==> config.mk <==
export PLATFORM = sky130hd
export DESIGN_NAME = booth_mul_sched
export DESIGN_NICKNAME = d
export VERILOG_FILES = /design/src/rtl/booth_mul_sched.sv
export SDC_FILE = /design/constraint.sdc
export NUM_CORES = 1
export LEC_CHECK = 0
export BUFFER_PORTS_ARGS = -buffer_cell sky130_fd_sc_hd__buf_2
export CORE_UTILIZATION = 30
export DETAILED_ROUTE_END_ITERATION = 6
export PLACE_DENSITY_LB_ADDON = 0.05
export SLEW_MARGIN = 20
export SYNTH_ARGS = -nofsm -noshare
export SYNTH_HDL_FRONTEND = slang
export SYNTH_SLANG_ARGS = --single-unit
==> constraint.sdc <==
create_clock -name CLK -period 4.5 [get_ports CLK]
set_input_delay 0.675 -clock CLK [delete_from_list [all_inputs] [get_ports CLK]]
set_output_delay 0.675 -clock CLK [all_outputs]
set_load 0.005 [all_outputs]
==> src/rtl/booth_mul_sched.sv <==
// Round-robin scheduler for two requesters sharing one radix-2 Booth multiplier.
// Optional serial product frame on tx when BOOTH_SCHED_SERIAL_TX_EN is defined.
module booth_mul_sched #(
  parameter int WIDTH = 4
) (
  input  logic                 CLK,
  input  logic                 RST_N,
  input  logic                 req0_valid,
  output logic                 req0_ready,
  input  logic [WIDTH-1:0]     req0_a,
  input  logic [WIDTH-1:0]     req0_b,
  input  logic                 req1_valid,
  output logic                 req1_ready,
  input  logic [WIDTH-1:0]     req1_a,
  input  logic [WIDTH-1:0]     req1_b,
  output logic                 res_valid,
  output logic                 res_id,
  output logic [2*WIDTH-1:0]   res_product,
  output logic                 busy,
  output logic                 tx
);

  localparam int CW = $clog2(WIDTH + 1);

  typedef enum logic [1:0] {IDLE, RUN, DONE} state_t;

  state_t             state, state_nx;
  logic               last_id, sel, accept, tx_idle;
  logic [WIDTH:0]     acc, acc_sum, acc_sh, m_ext;
  logic [WIDTH-1:0]   q_reg, m_reg, q_sh, a_sel, b_sel;
  logic               q_minus, q_minus_sh;
  logic [CW-1:0]      cnt;

  always_comb begin
    sel = 1'b0;
    if (req0_valid && req1_valid) sel = ~last_id;
    else if (req1_valid)          sel = 1'b1;
  end

  // RST_N term keeps both readies low while reset is asserted
  assign req0_ready = RST_N && (state == IDLE) && tx_idle && !sel && req0_valid;
  assign req1_ready = RST_N && (state == IDLE) && tx_idle &&  sel && req1_valid;
  assign accept     = req0_ready || req1_ready;
  assign a_sel      = sel ? req1_a : req0_a;
  assign b_sel      = sel ? req1_b : req0_b;

  // One Booth step: add/subtract M into the WIDTH+1 bit accumulator, then shift
  always_comb begin
    m_ext = {m_reg[WIDTH-1], m_reg};
    case ({q_reg[0], q_minus})
      2'b01:   acc_sum = acc + m_ext;
      2'b10:   acc_sum = acc - m_ext;
      default: acc_sum = acc;
    endcase
    {acc_sh, q_sh, q_minus_sh} = {acc_sum[WIDTH], acc_sum, q_reg};
  end

  always_comb begin
    state_nx = state;
    case (state)
      IDLE:    if (accept) state_nx = RUN;
      RUN:     if (cnt == CW'(1)) state_nx = DONE;
      DONE:    state_nx = IDLE;
      default: state_nx = IDLE;
    endcase
  end

  always_ff @(posedge CLK or negedge RST_N) begin
    if (!RST_N) state <= IDLE;
    else        state <= state_nx;
  end

  always_ff @(posedge CLK or negedge RST_N) begin
    if (!RST_N) begin
      acc         <= '0;
      q_reg       <= '0;
      m_reg       <= '0;
      q_minus     <= 1'b0;
      cnt         <= '0;
      last_id     <= 1'b1;
      res_id      <= 1'b0;
      res_valid   <= 1'b0;
      res_product <= '0;
    end else begin
      res_valid <= 1'b0;
      if (accept) begin
        acc     <= '0;
        q_reg   <= a_sel;
        m_reg   <= b_sel;
        q_minus <= 1'b0;
        cnt     <= CW'(WIDTH);
        res_id  <= sel;
        last_id <= sel;
      end else if (state == RUN) begin
        acc     <= acc_sh;
        q_reg   <= q_sh;
        q_minus <= q_minus_sh;
        cnt     <= cnt - CW'(1);
        if (cnt == CW'(1)) begin
          res_valid   <= 1'b1;
          res_product <= {acc_sh[WIDTH-1:0], q_sh};
        end
      end
    end
  end

`ifdef BOOTH_SCHED_SERIAL_TX_EN
  localparam int FW  = 2 * WIDTH + 2;
  localparam int FCW = $clog2(FW + 1);

  logic [FW-1:0]  frame_sh;
  logic [FCW-1:0] frame_cnt;

  // Frame is {stop, product, start}, shifted out LSB first
  always_ff @(posedge CLK or negedge RST_N) begin
    if (!RST_N) begin
      frame_sh  <= '1;
      frame_cnt <= '0;
    end else if (state == DONE) begin
      frame_sh  <= {1'b1, res_product, 1'b0};
      frame_cnt <= FCW'(FW);
    end else if (frame_cnt != '0) begin
      frame_sh  <= {1'b1, frame_sh[FW-1:1]};
      frame_cnt <= frame_cnt - FCW'(1);
    end
  end

  assign tx_idle = (frame_cnt == '0);
  assign tx      = tx_idle ? 1'b1 : frame_sh[0];
`else
  assign tx_idle = 1'b1;
  assign tx      = 1'b1;
`endif

  assign busy = (state != IDLE) || !tx_idle;

endmodule
==> metrics, run 1 <==
status=complete, no violations; M2 GR Usage=22.1%; DRC viols=0; crit-path max cell delay=0.51 ns; synthesized area per cell=between 9 and 10 um^2; register area share after synthesis=46.1%; die height=74.5 um; CP Class=input port to output port; Biggest register=res_product; ys flop type=dfrtp_1; Vias=roughly 1.2k; Rows=26; # H-tree levels=2; Pwr Total=1.50 mW; pin count of the biggest net entering global routing=31; unrepaired setup endpoints after global routing=no; nets=230; main area contributors after synthesis=dfrtp_1 (44%), nand2_1 (6.4%), ha_1 (6.3%); Post-synth top cells=dfrtp_1 (28), nand2_1 (27), o21ai_0 (17); Post-DRT Antenna Nets=0; Worst-path clk slew=0.06 ns; count of cell types in the netlist=37; Crit. End Element=output port; final period utilization=57.4%; clk sinks=29; via-per-instance ratio=4.50; flop2flop setup slack=between 2 and 2.5 ns; nature of the critical path startpoint=input port; PortBufs=32; crit path cell chain=buf_2 -> nor3b_2 -> nand2_1 -> nor2_1 -> buf_2; biggest area consumer among synthesized cells=dfrtp_1; number of antenna diodes=0; total CTS buffers=5; P&R area growth vs syn=20.3%; core area=5070 um^2; DP HPWL=2.42 mm; DRT Pass-1 Iters=4; slowest cell on the critical path=buf_2; first-pass GRT wire length=5.58 mm; Pins Over Slew Limit=0; Initial Util=31.1%; yosys warns=0; layout cell share with drive strength beyond 1=roughly 25%; final wirelength=around 3.2 mm; VDD IR-drop max=0.000198 V; Die Area=~5600 um^2; Synth Instances=~170; Crit path required time=3.83 ns; Syn Nets=about 200; CTS root buf=clkbuf_8; Final Non-Filler Cells=approximately 270; power density cells=791 nW/um^2; CTS hold repair buffers=0; max reg flops=8; Slew @ Worst Pin=about 0.65 ns; Period minus WS final=2.58 ns; max cap viols=0; leakage power=0.950 nW; Fmax=0.387 GHz; placed cells=264; met3 Track Usage GR=4.07%; count leader, synth=dfrtp_1; Most Crowded Layer GR=met2; Synth Register Bits=29; Hold Fails Final Rpt=0; Buf/Inv on CP=2; Iteration-0 DRC Markers=60; synthesized cell area=1580 um^2; post-CTS setup buffers=0; Fin Setup TNS=0 ns; share of flip-flops with an asynchronous set or reset=100%; most frequent CP cell=buf_2; CP delay by family, top=buffers and inverters; EDFF count, synth=0; post-synth top area share=44.4%; CTS tree=yes; total track usage=13.6%; boundary pin count=34; Setup Viol. Count Final=0; clk_skew=roughly 0.0058 ns; clk_lat worst skew=roughly 0.27 ns; HP Class=input port to async pin; Worst Path Max Fanout=30; routed len/inst=11.9 um; Die X=74.5 um; relative slew slack=56.6%; GR Util met1=17.0%; post-cts resize count=0; Overflow after GRT=0; vias in the first global route=1,209; initial antenna violation count=0; Placer Congestion=between 0.6 and 0.7; largest buffer count on any clock path=2; arrival time worst endpoint=~1.9 ns
metal layers:
layer  vias to the layer above  routed length (um)  share of wire (%)
met5                         -                   0                  0
met4                         0                  29               0.89
met3                         2                 133                4.1
met2                        32                1460                 45
met1                       555                1630                 50
li1                        634                   -                  -
where the power goes:
part | internal (mW) | total [mW] | switching [mW]
clock network | 0.138 | 0.234 | 0.0956
registers | 0.390 | 0.484 | 0.0931
logic | 0.360 | 0.784 | 0.424
per-stage QoR:
step / hold slack, ns / instance area [um^2] / utilization [%] / worst slack [ns]
after global placement: 0.456 / 1800 / 35.4 / 1.90
after detailed placement: 0.466 / 1800 / 35.4 / 1.84
after floorplan: 0.379 / 1580 / - / 2.19
after global routing: 0.471 / 1900 / 37.4 / 1.74
after CTS: 0.449 / 1900 / 37.4 / 1.85
final: 0.426 / 1900 / 37.4 / 1.92
worst reg2reg max path, delay by kind of cell (launching register included):
family | cells | cell delay, ns
AO/OA/AOI/OAI | 1 | 0.14
XOR/XNOR | 1 | 0.13
adder cells (fa/ha/maj) | 2 | 0.71
buffers and inverters | 1 | 0.06
flip-flops | 1 | 0.41
multiplexers | 1 | 0.30
AND/OR/NAND/NOR | 3 | 0.67
final cells by class:
type                    count  area [um^2]
inverters                  11         41.3
well taps                  70         87.6
clock inverters             1         5.00
fillers                   543         3180
multi-input cells         120          766
flip-flops and latches     29          727
repair buffers             34          175
clock buffers               7         96.3
cells in the final DEF (no fill, tap or decap), drive strengths merged:
cell type / count
clkinv: 1
nor3: 2
a21o: 1
or2: 1
nand3: 7
dfstp: 1
a31oi: 2
nand2: 27
inv: 11
o21ai: 21
conb: 1
and3: 2
nor2: 7
nor2b: 3
or2b: 1
ha: 8
clkbuf: 7
dfrtp: 28
o221ai: 1
o211ai: 1
a21oi: 5
and2: 4
buf: 34
or3: 1
or4: 1
nand2b: 2
a21boi: 1
o21a: 1
xor2: 1
mux2i: 9
nor3b: 1
fa: 1
mux2: 2
xnor2: 3
a22oi: 3
path summary, 6_finish.rpt:
kind / start / to / cells past startpoint
max: RST_N / req0_ready / 5
min: RST_N / res_product[1] / 1
max reg2reg: m_reg[0] / acc[3] / 9
min reg2reg: res_product[3] / res_product[3] / 2
max in group asynchronous: RST_N / q_minus / 1
min in group CLK: res_product[3] / res_product[3] / 2
kinds of logic (layout without fill, tap and decap cells):
family	Yosys count	in the layout	share of synthesized area, %
xor+xnor	4	4	2.22
buf+inv	19	53	5.39
compound gates	36	36	13.4
fa+ha+maj	9	9	7.61
flops	29	29	46.1
simple gates	59	59	17.9
mux	11	11	7.14
other cells	1	1	0.238
(Power assumes the default switching activity.)
==> run 2, diff against run 1 <==
==> constraint.sdc (replaced) <==
create_clock -name CLK -period 2.17 [get_ports CLK]
set_input_delay 0.3255 -clock CLK [delete_from_list [all_inputs] [get_ports CLK]]
set_output_delay 0.3255 -clock CLK [all_outputs]
set_load 0.005 [all_outputs]
==> run 2 against run 1 <==
Against the previous run: the run now ends with setup timing left; sequential share of layout area shrank 2.0 points; register-to-register slack worse by 2.1 ns; flip-flop and latch count unchanged; clock skew is essentially flat; combinational power increased to 2.5 times the previous value; total power rose by 130%; routed wire length is 4.0% higher; sequential power increased by 100%; highest routed layer unchanged; first-iteration DRC count shrank 8.3%; design area rose by 5.4%; count of clock-buffer cells in the layout unchanged; critical path depth rose by 4.
==> metrics, run 2 (synthesis gave the netlist of run 1 again) <==
Hold Fails Final Rpt=0 (unchanged); DP HPWL=2.54 mm (+5.2%); Rows=26 (unchanged); routed len/inst=12.1 um (+1.4%); clk_skew=0.00584 ns (+0.00000974 ns); max reg flops=8 (unchanged); total track usage=14.0% (+0.39 points); Crit. End Element=flop; P&R area growth vs syn=26.8%; leakage power=1.00 nW (+5.3%); Setup Viol. Count Final=4 (+4); crit-path max cell delay=0.34 ns (-0.17 ns); nature of the critical path startpoint=flop; nets=237 (+3.0%); Worst-path clk slew=0.07 ns (about the same); Psw=1.40 mW (+130%); Die X=74.5 um (unchanged); largest buffer count on any clock path=2 (unchanged); internal power=2.06 mW (+130%); PortBufs=32 (unchanged); clk_lat worst skew=0.28 ns (about the same); relative slew slack=59.9% (+3.3 points); Final Non-Filler Cells=279 (+2.6%); PnR worst setup slack=-0.0562 ns (-1.97 ns); pin count of the biggest net entering global routing=30 (-3.2%); CP Class=flop to flop; DRC viols=0 (unchanged); Clock power frac=14.5% (-1.1 points); Vias=1,275 (+4.3%); clk sinks=29 (unchanged); max cap viols=0 (unchanged); Multi-input gate area=816 um^2 (+6.5%); Fmax=0.449 GHz; status=finished with violations; most common cell after layout, fill and taps aside=buf_2; net switching fraction of the power=40.5% (-0.29 points); fin util=39.4% (+2.0 points); Comb pwr share=56.9% (+4.7 points); Flop pwr share=28.5% (-3.7 points); unrepaired setup endpoints after global routing=yes; # H-tree levels=2 (unchanged); vias in the first global route=1,271 (+5.1%); crit path cell chain=inv_1 -> ha_1 -> mux2_4 -> fa_2 -> nand2b_4 -> a21oi_4 -> xnor2_2 -> mux2i_1 -> nand3_1; Die Area=5550 um^2 (unchanged); DRT Pass-1 Iters=4 (unchanged); Filler cells=538 (-0.92%); final period utilization=103%; arrival time worst endpoint=2.38 ns (+0.47 ns); Initial Util=31.1% (unchanged); Period minus WS final=2.23 ns; VDD IR-drop max=0.000513 V (+160%); Iteration-0 DRC Markers=55 (-8.3%); initial antenna violation count=0 (unchanged); post-CTS setup buffers=0 (unchanged); Post-DRT Antenna Nets=0 (unchanged); Overflow after GRT=0 (unchanged); CTS root buf=clkbuf_8; first-pass GRT wire length=5.73 mm (+2.6%); violated checks=setup timing; total CTS buffers=5 (unchanged); CTS tree=yes; slowest cell on the critical path=dfrtp_1; number of antenna diodes=0 (unchanged); core area=5070 um^2 (unchanged); final wirelength=3.38 mm (+4.0%); most frequent cells in the layout=buf_2 (32), dfrtp_1 (28), nand2_1 (27); layout cell share with drive strength beyond 1=30.1% (+5.4 points); Placer Congestion=0.726 (+6.4%); HP Class=input port to async pin; placed cells=271 (+2.7%); Biggest register=res_product; via-per-instance ratio=4.57 (+1.6%); boundary pin count=34 (unchanged); Reg area=727 um^2 (unchanged); Pins Over Slew Limit=0 (unchanged); Min Hold Slack=0.0592 ns (-0.367 ns); Crit path required time=2.32 ns (-1.51 ns); Slew @ Worst Pin=0.601 ns (-0.0501 ns); die height=74.5 um (unchanged); power density cells=1730 nW/um^2 (+120%); Worst Path Max Fanout=3 (-90%)
run 2: layer usage:
metal / track usage (%) / up-vias / routed length [um] / part of all wire (%)
met2: 23.5 / 44 / 1500 / 45
met4: 5.87 / 0 / 45 / 1.3
met3: 3.79 / 4 / 193 / 5.7
met5: 0 / - / 0 / 0
met1: 16.9 / 583 / 1630 / 48
li1: - / 644 / - / -
run 2: stage by stage:
| stage | power, mW | cell area [um^2] | setup slack, ns | TNS, ns |
|---|---|---|---|---|
| 2_1_floorplan | 2.41 | 1610 | -0.0387 | -0.0387 |
| 6_report | 3.46 | 2000 | -0.0562 | -0.120 |
| 3_5_place_dp | 2.92 | 1880 | -0.0646 | -0.147 |
| 5_1_grt | 3.80 | 2000 | -0.148 | -0.545 |
| 4_1_cts | 3.45 | 1980 | -0.0647 | -0.177 |
| 3_3_place_gp | 2.86 | 1880 | -0.0219 | -0.0310 |
run 2: timing repair:
action,4_1_cts,5_1_grt
pin swaps,2,1
setup endpoints to repair,4,4
gates resized for setup,2,3
hold buffers,0,0
run 2: cell type report:
class	instances	share of cell area [%]
clock buffer	7	4.82
multi-input combinational	120	40.8
tap	70	4.38
sequential	29	36.3
clock inverter	1	0.250
inverter	11	2.06
timing repair buffer	41	11.4
run 2: final timing paths:
| path | from | to | slack [ns] | cells past startpoint |
|---|---|---|---|---|
| worst max register to register | m_reg[0] | res_product[7] | -0.06 | 9 |
| worst min-delay path | RST_N | cnt[2] | 0.06 | 2 |
| worst min register to register | res_product[1] | res_product[1] | 0.47 | 2 |
| max in group asynchronous | RST_N | last_id | 1.80 | 2 |
| min in group CLK | req0_valid | last_id | 0.23 | 2 |
| worst max-delay path | m_reg[0] | res_product[7] | -0.06 | 9 |
run 2: power groups by stage:
stage | combinational [mW] | sequential (mW) | clock (mW)
2_1_floorplan | 1.43 | 0.974 | 0
3_3_place_gp | 1.88 | 0.981 | 0
3_5_place_dp | 1.93 | 0.993 | 0
4_1_cts | 1.96 | 0.983 | 0.509
5_1_grt | 2.24 | 1.02 | 0.535
6_report | 1.97 | 0.986 | 0.502
run 2: critical path, delay by kind of cell (launching register included):
kind / cells / cell delay [ns]
fa+ha+maj: 2 / 0.62
buf+inv: 1 / 0.04
simple gates: 2 / 0.25
mux: 2 / 0.56
xor+xnor: 1 / 0.15
compound gates: 1 / 0.13
flops: 1 / 0.34
==> run 3, diff against run 2 <==
--- a/config.mk
+++ b/config.mk
@@ -6,7 +6,7 @@
 export NUM_CORES = 1
 export LEC_CHECK = 0
 export BUFFER_PORTS_ARGS = -buffer_cell sky130_fd_sc_hd__buf_2
-export CORE_UTILIZATION = 30
+export CORE_UTILIZATION = 48
 export DETAILED_ROUTE_END_ITERATION = 6
 export PLACE_DENSITY_LB_ADDON = 0.05
 export SLEW_MARGIN = 20
==> run 3 against run 2 <==
Against the previous run: the run still ends with setup timing left; first-iteration DRC count shrank 42%; non-clock buffer count grew 1; final cell count shrank 9.0%; critical path depth grew 1; global-route usage grew 6.9 points; combinational power grew 4%; register-to-register slack lost 0.02 ns; via count grew 0.78%; hold slack lost 0.035 ns; worst setup slack lost 0.016 ns; largest power group unchanged.
==> metrics, run 3 (synthesis gave the netlist of run 1 again) <==
via-per-instance ratio=5.06 (+11%); Setup Viol. Count Final=4 (unchanged); Hold Fails Final Rpt=0 (unchanged); Rows=20 (-23%); Pins Over Slew Limit=0 (unchanged); max cap viols=0 (unchanged); DRC viols=0 (unchanged); Iteration-0 DRC Markers=32 (-42%); Crit path required time=2.38 ns (+0.06 ns); CP Class=flop to flop; layout cell share with drive strength beyond 1=31.4% (+1.3 points); largest buffer count on any clock path=2 (unchanged); relative slew slack=59.3% (-0.54 points); HP Class=input port to async pin; Crit path depth=10 (+1); violated checks=setup timing; routed len/inst=13.1 um (+8.1%); power density cells=1750 nW/um^2 (+1.3%); CTS tree=yes; P&R area growth vs syn=23.5%; crit-path max cell delay=0.35 ns (about the same); Fmax=0.446 GHz (-0.70%); final period utilization=103% (+0.72 points); flop2flop setup slack=-0.07 ns (-0.02 ns); CTS hold repair buffers=0 (unchanged); PortBufs=32 (unchanged); most frequent cells in the layout=buf_2 (32), dfrtp_1 (28), nand2_1 (27); clk_skew=0.00609 ns (+0.000254 ns); max reg flops=8 (unchanged); Initial Util=51.3% (+20 points); DP HPWL=2.49 mm (-2.1%); Slew @ Worst Pin=0.609 ns (+0.00804 ns); unrepaired setup endpoints after global routing=yes; clk sinks=29 (unchanged); leakage power=0.998 nW (-0.25%); first-pass GRT wire length=5.38 mm (-6.0%); total track usage=20.9% (+6.9 points); Die X=59.3 um (-20%); Worst Path Max Fanout=2 (-1); Place WS=-0.121 ns (-0.0564 ns); CP delay by family, top=adder cells; Vias=1,285 (+0.78%); clk_lat worst skew=0.33 ns (+0.05 ns); R2R Path Start=m_reg[0]; Buf/Inv on CP=2 (+1); CTS root buf=clkbuf_4; number of antenna diodes=0 (unchanged); Biggest register=res_product; Min Hold Slack=0.0239 ns (-0.0353 ns); Overflow after GRT=0 (unchanged); pin count of the biggest net entering global routing=30 (unchanged); slowest cell on the critical path=dfrtp_1; placed cells=244 (-10%); Period minus WS final=2.24 ns (+0.0157 ns); DRT Pass-1 Iters=4 (unchanged); initial antenna violation count=0 (unchanged); arrival time worst endpoint=2.45 ns (+0.07 ns); Die Area=3520 um^2 (-37%); nature of the critical path startpoint=flop; core area=3080 um^2 (-39%); fin util=63.3% (+24 points); most common cell after layout, fill and taps aside=buf_2; Placer Congestion=0.786 (+8.2%); PnR worst setup slack=-0.0720 ns (-0.0157 ns); Crit. End Element=flop; Final Non-Filler Cells=254 (-9.0%); total CTS buffers=5 (unchanged); CP startpoint=m_reg[0]; final wirelength=3.32 mm (-1.6%); Worst Setup EP=acc[2]; Post-DRT Antenna Nets=0 (unchanged); Critical R2R Capture=acc[2]; die height=59.3 um (-20%); Filler cells=279 (-48%); crit path cell chain=inv_1 -> ha_1 -> mux2_4 -> inv_1 -> ha_1 -> nor2b_1 -> o21a_1 -> or3_1 -> a31oi_1 -> o21ai_0; status=finished with violations; nets=238 (+0.42%); # H-tree levels=2 (unchanged); VDD IR-drop max=0.000756 V (+47%); boundary pin count=34 (unchanged); Fin Setup TNS=-0.190 ns (-0.0701 ns); Worst-path clk slew=0.09 ns (+0.02 ns); Worst R2R Path Depth=10 (+1); vias in the first global route=1,222 (-3.9%)
run 3: repair_timing:
action | 4_1_cts | 5_1_grt
pin swaps | 5 | 2
buffers inserted | 2 | 0
resized for setup | 3 | 3
setup endpoints to repair | 4 | 4
cloned | 0 | 0
run 3: area by class of cell:
| class | count | area (um^2) | area share [%] |
|---|---|---|---|
| Clock buffer | 7 | 65.1 | 3.34 |
| Timing Repair Buffer | 42 | 235 | 12.1 |
| Multi-Input combinational cell | 120 | 820 | 42.1 |
| Sequential cell | 29 | 727 | 37.3 |
| Inverter | 11 | 41.3 | 2.12 |
| Clock inverter | 1 | 5.00 | 0.257 |
| Tap cell | 44 | 55.1 | 2.83 |
run 3: through the flow:
stage | power [mW] | cell area (um^2)
after floorplan | 2.41 | 1610
after global placement | 2.81 | 1840
after detailed placement | 2.93 | 1840
after CTS | 3.41 | 1940
after global routing | 3.69 | 1950
final | 3.41 | 1950
run 3: power breakdown:
group	switching (mW)	internal (mW)	leakage, nW	total (mW)
registers	0.179	0.808	0.356	0.987
logic	1.05	1.00	0.600	2.05
clock network	0.186	0.188	0.0413	0.374
total	1.41	2.00	0.998	3.41
run 3: metal layers:
layer	track usage, %	up-vias	wire length (um)
met2	36.0	35	1670
met4	9.18	0	38
met5	0	-	0
li1	-	647	-
met3	3.93	5	130
met1	25.3	598	1490
run 3: worst min path at each step:
stage               startpoint             end  slack [ns]
floorplan                RST_N          acc[0]        0.03
global placement         RST_N  res_product[2]        0.38
detailed placement       RST_N       res_valid        0.39
CTS                      RST_N       res_valid        0.04
global route             RST_N       res_valid        0.06
finish                   RST_N          acc[3]        0.02
